===== src/rtl/fifo_rd_pkg.sv =====
// Shared definitions for the FIFO burst reader: FSM state encoding,
// skid buffer depth and a counter-width helper.
package fifo_rd_pkg;

  // Burst reader control states.
  typedef enum logic [1:0] {
    ST_IDLE = 2'd0,
    ST_RUN  = 2'd1,
    ST_FIN  = 2'd2
  } rd_state_t;

  // Output skid buffer depth and the width of its occupancy count (0..2).
  localparam int SKID_DEPTH = 2;
  localparam int SKID_CW    = 2;

  // Number of bits needed to hold values 0..max_val (at least 1).
  function automatic int cnt_width(input int max_val);
    int w;
    w = 1;
    for (int i = 1; i < 31; i++) begin
      if ((1 << i) <= max_val) w = i + 1;
    end
    return w;
  endfunction

endpackage


===== src/rtl/fifo_burst_reader_if.sv =====
// Bus bundle of the FIFO burst reader: start/len command, FIFO read side,
// output stream and status.
//
// Stream handshake: m_valid/m_data are driven by the reader, m_ready by the
// consumer. A word transfers on every rising edge where m_valid & m_ready.
// Once m_valid is high, m_valid and m_data hold steady until the transfer.
// m_valid never depends combinationally on m_ready.
interface fifo_burst_reader_if #(
  parameter int WL = 8,
  parameter int LW = 8
);
  import fifo_rd_pkg::*;

  logic          start;
  logic [LW-1:0] len;
  logic          fifo_empty;
  logic [WL-1:0] fifo_dout;
  logic          fifo_rReq;
  logic [WL-1:0] m_data;
  logic          m_valid;
  logic          m_ready;
  logic          busy;
  logic          done;
  logic          timeout;
  rd_state_t     dbg_state;

  // Reader side.
  modport master (
    input  start, len, fifo_empty, fifo_dout, m_ready,
    output fifo_rReq, m_data, m_valid, busy, done, timeout, dbg_state
  );

  // Environment side: command source, FIFO and stream consumer.
  modport slave (
    output start, len, fifo_empty, fifo_dout, m_ready,
    input  fifo_rReq, m_data, m_valid, busy, done, timeout, dbg_state
  );

endinterface


===== src/rtl/fifo_rd_skid.sv =====
// Two-entry skid buffer between the FIFO's registered read data and the
// output stream. head holds the word presented on the stream, tail the one
// behind it.
module fifo_rd_skid
  import fifo_rd_pkg::*;
#(
  parameter int WL = 8
) (
  input  logic               clk_i,
  input  logic               rst_i,
  input  logic               wr_en_i,
  input  logic [WL-1:0]      wr_data_i,
  input  logic               m_ready_i,
  output logic               m_valid_o,
  output logic [WL-1:0]      m_data_o,
  output logic [SKID_CW-1:0] count_o
);

  localparam logic [SKID_CW-1:0] CNT_ONE = 1;

  logic [WL-1:0]      head_q, head_d;
  logic [WL-1:0]      tail_q, tail_d;
  logic [SKID_CW-1:0] cnt_q, cnt_d;
  logic               rd;

  assign m_valid_o = (cnt_q != '0);
  assign m_data_o  = head_q;
  assign count_o   = cnt_q;
  assign rd        = m_valid_o & m_ready_i;

  // Next entry contents and occupancy for write, read, or both at once.
  always_comb begin
    head_d = head_q;
    tail_d = tail_q;
    cnt_d  = cnt_q;
    case ({wr_en_i, rd})
      2'b10: begin
        if (cnt_q == '0) head_d = wr_data_i;
        else             tail_d = wr_data_i;
        cnt_d = cnt_q + CNT_ONE;
      end
      2'b01: begin
        head_d = tail_q;
        cnt_d  = cnt_q - CNT_ONE;
      end
      2'b11: begin
        // A read implies at least one entry; the count stays the same.
        if (cnt_q == CNT_ONE) begin
          head_d = wr_data_i;
        end else begin
          head_d = tail_q;
          tail_d = wr_data_i;
        end
      end
      default: ;
    endcase
  end

  // Entry and occupancy registers.
  always_ff @(posedge clk_i or posedge rst_i) begin
    if (rst_i) begin
      head_q <= '0;
      tail_q <= '0;
      cnt_q  <= '0;
    end else begin
      head_q <= head_d;
      tail_q <= tail_d;
      cnt_q  <= cnt_d;
    end
  end

endmodule


===== src/rtl/fifo_burst_reader.sv =====
// FIFO burst reader: on start, pops exactly len words from a synchronous
// FIFO (registered dout, one-cycle read latency) and streams them out
// through a two-entry skid buffer, then pulses done.
// Optional feature macro: FIFO_RD_TIMEOUT_EN enables the starve counter
// that aborts a burst after TIMEOUT empty cycles.
module fifo_burst_reader
  import fifo_rd_pkg::*;
#(
  parameter int WL      = 8,
  parameter int LW      = 8,
  parameter int TIMEOUT = 256
) (
  input logic                CLK,
  input logic                RST,
  fifo_burst_reader_if.master bus
);

  localparam logic [LW-1:0]      LEN_ONE   = 1;
  localparam logic [SKID_CW:0]   OCC_LIMIT = (SKID_CW + 1)'(SKID_DEPTH);

  if (TIMEOUT < 1) begin : g_bad_timeout
    $error("fifo_burst_reader: TIMEOUT must be at least 1");
  end

  rd_state_t          state_q, state_d;
  logic [LW-1:0]      len_q, len_d;
  logic [LW-1:0]      req_cnt_q, req_cnt_d;
  logic [LW-1:0]      out_cnt_q, out_cnt_d;
  logic               inflight_q;

  logic               pop;
  logic               xfer;
  logic               last_xfer;
  logic               skid_valid;
  logic [WL-1:0]      skid_data;
  logic [SKID_CW-1:0] skid_cnt;
  logic [SKID_CW:0]   occ;
  logic               pop_block;
  logic               abort;

  // Words committed to the skid: buffered + one in flight from the FIFO,
  // minus the one leaving this cycle. Counting the departing word lets a
  // continuously ready consumer get one word per cycle.
  assign occ = {1'b0, skid_cnt}
             + {{SKID_CW{1'b0}}, inflight_q}
             - {{SKID_CW{1'b0}}, xfer};

  assign xfer      = skid_valid & bus.m_ready;
  assign last_xfer = xfer & (out_cnt_q == len_q - LEN_ONE);

  // Pop only with data available, words still owed and guaranteed room.
  assign pop = (state_q == ST_RUN) & ~bus.fifo_empty & (req_cnt_q < len_q)
             & (occ < OCC_LIMIT) & ~pop_block;

`ifdef FIFO_RD_TIMEOUT_EN
  localparam int            TW         = cnt_width(TIMEOUT);
  localparam logic [TW-1:0] STARVE_ONE = 1;
  localparam logic [TW-1:0] STARVE_MAX = TW'(TIMEOUT - 1);

  logic [TW-1:0] starve_q, starve_d;
  logic          starved_q, starved_d;
  logic          starving;
  logic          starve_hit;

  assign starving   = (state_q == ST_RUN) & ~starved_q & bus.fifo_empty
                    & (req_cnt_q < len_q);
  assign starve_hit = starving & (starve_q == STARVE_MAX);
  assign pop_block  = starved_q;
  assign abort      = starved_q | starve_hit;
  assign bus.timeout = (state_q == ST_FIN) & starved_q;

  // Count consecutive starved RUN cycles; the abort flag lives until IDLE.
  always_comb begin
    starve_d  = starve_q;
    starved_d = starved_q;
    if (state_q == ST_IDLE) begin
      starve_d  = '0;
      starved_d = 1'b0;
    end else if (state_q == ST_RUN) begin
      if (pop) begin
        starve_d = '0;
      end else if (starving) begin
        if (starve_hit) starved_d = 1'b1;
        else            starve_d  = starve_q + STARVE_ONE;
      end
    end
  end

  // Starve counter and abort flag registers.
  always_ff @(posedge CLK or posedge RST) begin
    if (RST) begin
      starve_q  <= '0;
      starved_q <= 1'b0;
    end else begin
      starve_q  <= starve_d;
      starved_q <= starved_d;
    end
  end
`else
  assign pop_block   = 1'b0;
  assign abort       = 1'b0;
  assign bus.timeout = 1'b0;
`endif

  // Next state and burst counters.
  always_comb begin
    state_d   = state_q;
    len_d     = len_q;
    req_cnt_d = req_cnt_q;
    out_cnt_d = out_cnt_q;
    case (state_q)
      ST_IDLE: begin
        if (bus.start) begin
          len_d     = bus.len;
          req_cnt_d = '0;
          out_cnt_d = '0;
          state_d   = (bus.len != '0) ? ST_RUN : ST_FIN;
        end
      end
      ST_RUN: begin
        if (pop) req_cnt_d = req_cnt_q + LEN_ONE;
        if (xfer && (out_cnt_q < len_q)) out_cnt_d = out_cnt_q + LEN_ONE;
        if (last_xfer || (abort && (skid_cnt == '0) && !inflight_q))
          state_d = ST_FIN;
      end
      ST_FIN:  state_d = ST_IDLE;
      default: state_d = ST_IDLE;
    endcase
  end

  // State, captured length, counters and the one-cycle read-latency flag.
  always_ff @(posedge CLK or posedge RST) begin
    if (RST) begin
      state_q    <= ST_IDLE;
      len_q      <= '0;
      req_cnt_q  <= '0;
      out_cnt_q  <= '0;
      inflight_q <= 1'b0;
    end else begin
      state_q    <= state_d;
      len_q      <= len_d;
      req_cnt_q  <= req_cnt_d;
      out_cnt_q  <= out_cnt_d;
      inflight_q <= pop;
    end
  end

  // fifo_dout is valid the cycle after a pop; capture it then.
  fifo_rd_skid #(.WL(WL)) u_skid (
    .clk_i     (CLK),
    .rst_i     (RST),
    .wr_en_i   (inflight_q),
    .wr_data_i (bus.fifo_dout),
    .m_ready_i (bus.m_ready),
    .m_valid_o (skid_valid),
    .m_data_o  (skid_data),
    .count_o   (skid_cnt)
  );

  assign bus.fifo_rReq = pop;
  assign bus.m_valid   = skid_valid;
  assign bus.m_data    = skid_data;
  assign bus.busy      = (state_q == ST_RUN);
  assign bus.done      = (state_q == ST_FIN);
  assign bus.dbg_state = state_q;

endmodule


===== src/flat_wrapper.sv =====
// flat-port wrapper written by rule: the top's interface ports become plain ports
module fifo_burst_reader_flat import fifo_rd_pkg::*;
#(
  parameter int WL      = 8,
  parameter int LW      = 8,
  parameter int TIMEOUT = 256
)
  (CLK, RST, bus_start, bus_len, bus_fifo_empty, bus_fifo_dout, bus_m_ready, bus_fifo_rReq, bus_m_data, bus_m_valid, bus_busy, bus_done, bus_timeout, bus_dbg_state);
  fifo_burst_reader_if #(.WL(WL), .LW(LW)) bus_i ();
  input logic CLK;
  input logic RST;
  input wire logic [$bits(bus_i.start)-1:0] bus_start;
  input wire logic [$bits(bus_i.len)-1:0] bus_len;
  input wire logic [$bits(bus_i.fifo_empty)-1:0] bus_fifo_empty;
  input wire logic [$bits(bus_i.fifo_dout)-1:0] bus_fifo_dout;
  input wire logic [$bits(bus_i.m_ready)-1:0] bus_m_ready;
  output wire logic [$bits(bus_i.fifo_rReq)-1:0] bus_fifo_rReq;
  output wire logic [$bits(bus_i.m_data)-1:0] bus_m_data;
  output wire logic [$bits(bus_i.m_valid)-1:0] bus_m_valid;
  output wire logic [$bits(bus_i.busy)-1:0] bus_busy;
  output wire logic [$bits(bus_i.done)-1:0] bus_done;
  output wire logic [$bits(bus_i.timeout)-1:0] bus_timeout;
  output wire logic [$bits(bus_i.dbg_state)-1:0] bus_dbg_state;
  assign bus_i.start = bus_start;
  assign bus_i.len = bus_len;
  assign bus_i.fifo_empty = bus_fifo_empty;
  assign bus_i.fifo_dout = bus_fifo_dout;
  assign bus_i.m_ready = bus_m_ready;
  assign bus_fifo_rReq = bus_i.fifo_rReq;
  assign bus_m_data = bus_i.m_data;
  assign bus_m_valid = bus_i.m_valid;
  assign bus_busy = bus_i.busy;
  assign bus_done = bus_i.done;
  assign bus_timeout = bus_i.timeout;
  assign bus_dbg_state = bus_i.dbg_state;
  fifo_burst_reader #(.WL(WL), .LW(LW), .TIMEOUT(TIMEOUT)) u_core (.CLK(CLK), .RST(RST), .bus(bus_i));
endmodule

===== config.mk =====
export PLATFORM = sky130hd
export DESIGN_NAME = fifo_burst_reader_flat
export DESIGN_NICKNAME = d
export VERILOG_FILES = /design/src/rtl/fifo_rd_pkg.sv /design/src/rtl/fifo_burst_reader_if.sv /design/src/rtl/fifo_rd_skid.sv /design/src/rtl/fifo_burst_reader.sv /design/src/flat_wrapper.sv
export SDC_FILE = /design/constraint.sdc
export NUM_CORES = 1
export LEC_CHECK = 0
export CORE_MARGIN = 2
export CORE_UTILIZATION = 30
export DETAILED_ROUTE_END_ITERATION = 12
export HOLD_SLACK_MARGIN = 0.02
export PLACE_DENSITY = 0.54
export SLEW_MARGIN = 20
export SYNTH_ARGS = -nofsm -noshare
export SYNTH_HDL_FRONTEND = slang
export SYNTH_SLANG_ARGS = --single-unit

===== constraint.sdc =====
create_clock -name CLK -period 3.4 [get_ports CLK]
set_input_delay 0.68 -clock CLK [delete_from_list [all_inputs] [get_ports CLK]]
set_output_delay 0.68 -clock CLK [all_outputs]
set_load 0.1 [all_outputs]

# == Yosys cells after proc, flatten, opt, wreduce, memory -nomap -nowiden ==
# Index checks and enable logic that the tools add are counted.
# totals
mem_bits_rw,0
memories,0
in_bits,21
elab_cells,69
regBits,45
rom_bits,0
latchBits,0
out_inout_bits,15
# classes
addsub,7
mul,0
n_reduce_logical,15
n_bitwise,6
shift,0
eq_ne,14
muxes,16
n_div,0
order_cmp,3
# op_table
operator,n
8-bit two-way mux,7
8-bit case mux with 2 select lines,3
8-bit case mux with 3 select lines,1
"8-bit by 1-bit adder with 8-bit output, second input constant",2
8-bit < comparator,2
3-bit AND reduction,3
8-bit equality test,1
"2-bit by 1-bit inequality test with 1-bit output, second input constant",4
2-bit case mux with 2 select lines,2
2-bit nonzero test,4
8-bit nonzero test,1
"8-bit by 1-bit subtractor with 8-bit output, second input constant",1
"2-bit by 1-bit equality test with 1-bit output, second input constant",3
"2-bit equality test, second input constant",3
2-bit two-way mux,3
"2-bit inequality test, second input constant",3
2-bit AND reduction,3
1-bit AND,5
2-bit zero test,2
2-bit by 1-bit adder with 3-bit output,1
"3-bit by 2-bit < comparator with 1-bit output, second input constant",1
3-bit nonzero test,1
3-bit by 1-bit subtractor with 3-bit output,1
"2-bit by 1-bit adder with 2-bit output, second input constant",1
other kinds (3),3

# == Longest topological paths before layout ==
# depth
depth_word,7
mapped_depth,12
mapped_depth_nobuf,11

# == Hierarchy ==
# A second synthesis with hierarchy kept.
# unflattened
hier_cells,299
hier_area_um2,2879.0
# by_module_without_submodules
module,n_inst,area_each_um2,seq_area_each_um2,cells_per_inst
fifo_burst_reader,1,1931.9,675.6,210
fifo_rd_skid,1,947.2,450.4,89

# == Worst setup path before layout ==
# Ideal clock, no wire load.
# synth_path
path_kind,register to output
from,reg u_core.u_skid.cnt_q[1] (netlist: u_core.u_skid.count_o[1])
to,out bus_fifo_rReq
path_slack_ns,-0.096
required_ns,2.720
arrival_ns,2.816
n_path_buf,1
path_stages_with_launch,11
cell_sequence,dfrtp_1 inv_1 ha_1 inv_1 nand2_1 nor2_1 fa_1 xnor2_1 nand4_1 a41oi_2 buf_2
# synth_between
elab_chain_len,5
word_cells_on_any_way,6
classes_between,2 x add/sub; 1 x order compare; 2 x bitwise; 1 x reduce/logical
# synth_rtl
item,line,text
from (decl),fifo_rd_skid.sv:23,"logic [SKID_CW-1:0] cnt_q, cnt_d;"
from (signal assigned),fifo_rd_skid.sv:68,cnt_q <= cnt_d;
2-bit nonzero test,fifo_rd_skid.sv:26,assign m_valid_o = (cnt_q != '0);
net bus_m_valid,flat_wrapper.sv:19,output wire logic [$bits(bus_i.m_valid)-1:0] bus_m_valid;
1-bit AND,fifo_burst_reader.sv:48,assign xfer = skid_valid & bus.m_ready;
3-bit by 1-bit subtractor with 3-bit output,fifo_burst_reader.sv:46,"- {{SKID_CW{1'b0}}, xfer};"
3-bit by 2-bit < comparator with 1-bit output,fifo_burst_reader.sv:53,& (occ < OCC_LIMIT) & ~pop_block;
1-bit AND,fifo_burst_reader.sv:53,
to (decl),flat_wrapper.sv:17,output wire logic [$bits(bus_i.fifo_rReq)-1:0] bus_fifo_rReq;
# The timed path passes the listed nets, and every way through them passes these cells.

# == Final worst setup path ==
# layout_path
from,reg u_core.u_skid.cnt_q[1] (netlist: u_core.u_skid.count_o[1])
to,out bus_fifo_rReq
# layout_between
elab_chain_len,5
word_cells_on_any_way,6
classes_between,2 x add/sub; 1 x order compare; 2 x bitwise; 1 x reduce/logical
# layout_rtl
item,line
"parallel branches: the longest is 2 deep, another holds 2-bit by 1-bit adder with 3-bit output",n/a
3-bit by 1-bit subtractor with 3-bit output (*),fifo_burst_reader.sv:46
3-bit by 2-bit < comparator with 1-bit output (*),fifo_burst_reader.sv:53
1-bit AND (*),fifo_burst_reader.sv:53
# Every way passes the cells marked *.

==> impl_metrics.ini <==
[logic_synthesis]
synth-edff-count = 0
synth.area.top_cells = dfrtp_1, ha_1, nand2_1
synthDistinctLibCells = 44
post_synth_most_frequent_cells = dfrtp_1, nand2_1, o21ai_0
netlist.area_leader.share_pct = 42.4
dominantRegCellSynth = dfrtp_1
avg_inst_size_synth_um2 = 9.81
async_flop_share_pct = 100
synth_fp_nets = 313
synth_warnings = 0
ys_seq_area_share_pct = 42.4
postSynthRegisterBits = 45
library_cell_with_the_highest_instance_count_after_synthesis = dfrtp_1
synth_cells = 271
mappedNetlistArea_um2 = 2660
yosysTopAreaCell = dfrtp_1

[critical_path]
critical_path_class = reg2out
r2r_slack_ns = 0.69
cp_data_required_time_ns = 2.72
startpoint_type = register
worst-endpoint-arrival_ns = 2.59
critical_path.endpoint_type = output port
worst-path-max-fanout = 4

[drt]
detail_route.wirelength_um = 5730
post_dr_wirelength_cell_um = 13.7
route.detailed.vias_per_inst = 4.91
route.antenna.remaining_nets = 0
route.vias.total = 2048
detail_route.drc_violations = 0
detailedRoute.firstPassIterationCount = 4
drt-initial-drc-count = 55

[global_routing]
wire_length_of_the_first_global_routing_pass_um = 9790
busiest_layer = met2
grt.met2_usage_pct = 21.2
grt_usage_pct = 12.7
grt-ovfl-total = 0
grt.met1_usage_pct = 16.6
grt_start_max_net_pins = 46
grt_pass1_vias = 2063
number_of_antenna_violations_at_the_first_check_in_global_routing = 0
grtUsageMet3_pct = 2.15

[final_layout]
final_area_um2 = 3280
filler_cell_count_in_the_final_layout = 915
synthToLayoutAreaGrowth_pct = 23.4
final_layout_size_suffix_gt1_share_pct = 13.9
post-route-util_pct = 37.8
finish.net_count = 350
num_antenna_cells = 0

[timing]
timing.slew.headroom_pct = 34.1
max_freq_ghz = 0.306
setup_viol = 0
finalClockSkew_ns = 0.00656
worst-slew-pin-transition_ns = 0.988
final_min_period_over_clock_period_pct = 96.2
number_of_max_slew_violations_in_the_final_report = 0
setup_repair_after_global_routing_missed_its_margin = no
timing.setup.tns_ns = 0
period_minus_slack_ns = 3.27
hold_viol = 0
post-route-worst-setup-slack_ns = 0.129

[clocking]
cts.sinks = 45
post_cts.repair.setup_buffers = 0
cts-root-to-sink-buffers = 2
ctsHoldBuffers = 0
clock_tree_from_tritoncts = built
clock_slew_at_the_register_clock_pins_of_the_worst_setup_and_hold_paths_ns = 0.09
number_of_buffers_inserted_during_clock_tree_synthesis = 5
cts.root.buffer_cell = clkbuf_8
cts.htree.levels = 2
clock_insertion_delay_worst_skew_ns = 0.30

[place]
final_weighted_congestion_of_routability_driven_global_placement = 0.770
dpl-instance-area_um2 = 3130
sum_of_net_half_perimeters_after_detailed_placement_um = 4340
io_buffer_count = 34
place_ws_ns = -0.128

[floorplanning]
chipWidth_um = 98.1
full_die_area_um2 = 9630
die_h_um = 98.1
floorplan.io_pins = 36
core_region_area_um2 = 8680
initial_util_pct = 30.6
num_rows = 34

[status]
status = finished clean

[power]
vdd_ir_drop_max_v = 0.000398
p_leak_nw = 1.51
power_density_nw_per_um2 = 771

[min_path]
holdCritPathClass = reg2reg

[run]
max-cap-violations = 0
-- cells by family after synthesis --
group	after synthesis	share of synthesized area, %
AO/OA/AOI/OAI	49	12.4
XOR/XNOR	19	6.54
adder cells (fa/ha/maj)	21	10.2
buffers and inverters	24	3.62
flip-flops	45	42.4
multiplexers	20	7.91
other	1	0.141
AND/OR/NAND/NOR	92	16.8
-- layout make-up --
cell class,count,area (µm²),share of cell area [%]
well taps,108,135,4.12
clock buffers,6,82.6,2.52
multi-input cells,202,1460,44.6
clock inverters,2,37.5,1.14
repair buffers,39,372,11.3
inverters,15,61.3,1.87
flip-flops and latches,45,1130,34.4
-- cell usage in the layout (no fill, tap or decap), types with 10 or more instances in the layout --
cell / count
buf_4: 11
clkdlybuf4s50_1: 26
dfrtp_1: 43
ha_1: 19
inv_1: 13
mux2i_1: 12
nand2_1: 37
nor2_1: 10
o21ai_0: 21
xnor2_1: 12
-- routing by layer --
metal	vias to the layer above	wire, µm
li1	1023	-
met1	1006	2780
met2	13	2780
met3	6	78
met4	0	85
met5	-	0
-- critical path: stages, from the launching register on --
cell and delay (ns):
dfrtp_2 0.45, inv_1 0.09, ha_2 0.25, nor2b_4 0.06
xnor2_2 0.13, nand2b_4 0.15, fa_2 0.55, nand4_1 0.11
a41oi_2 0.27, buf_12 0.21
-- worst paths after layout --
kind,cells after the start,endpoint,startpoint
hold reg to reg,2,u_core.u_skid.m_data_o[4]$_DFFE_PP0P_,u_core.u_skid.m_data_o[4]$_DFFE_PP0P_
max in group asynchronous,2,u_core.u_skid.count_o[0]$_DFFE_PP0N_,RST
hold / removal,2,u_core.u_skid.m_data_o[4]$_DFFE_PP0P_,u_core.u_skid.m_data_o[4]$_DFFE_PP0P_
min in group asynchronous,2,u_core.u_skid.m_data_o[3]$_DFFE_PP0P_,RST
setup reg to reg,11,u_core.req_cnt_q[6]$_DFFE_PP0P_,u_core.u_skid.count_o[1]$_DFFE_PP0N_
setup / recovery,9,bus_fifo_rReq,u_core.u_skid.count_o[1]$_DFFE_PP0N_
-- sequential cells by signal (all words and copies together), names as in the netlist --
name                    count
u_core.len_q                8
u_core.bus.dbg_state        2
u_core.u_skid.count_o       2
u_core.out_cnt_q            8
u_core.inflight_q           1
u_core.u_skid.m_data_o      8
u_core.req_cnt_q            8
u_core.u_skid.tail_q        8
-- per-stage QoR --
| stage | power (mW) | cells | hold WS, ns |
|---|---|---|---|
| after floorplan | 1.78 | 271 | 0.465 |
| after global placement | 2.07 | 409 | 0.464 |
| after detailed placement | 2.09 | 409 | 0.474 |
| after CTS | 2.55 | 417 | 0.496 |
| after global routing | 2.70 | 417 | 0.527 |
| final | 2.53 | 417 | 0.491 |
-- what timing repair did --
item | in CTS | in global routing
endpoints found under the hold margin | 0 | 0
gates resized for setup | 6 | 3
endpoints found under the setup margin | 1 | 1
pin swaps | 1 | 0
cloned | 0 | 0
-- report_power, final --
part | switching, mW | internal, mW
Sequential | 0.164 | 0.703
Clock | 0.190 | 0.239
Combinational | 0.781 | 0.452
No activity file was read; power rests on OpenSTA's default activity.
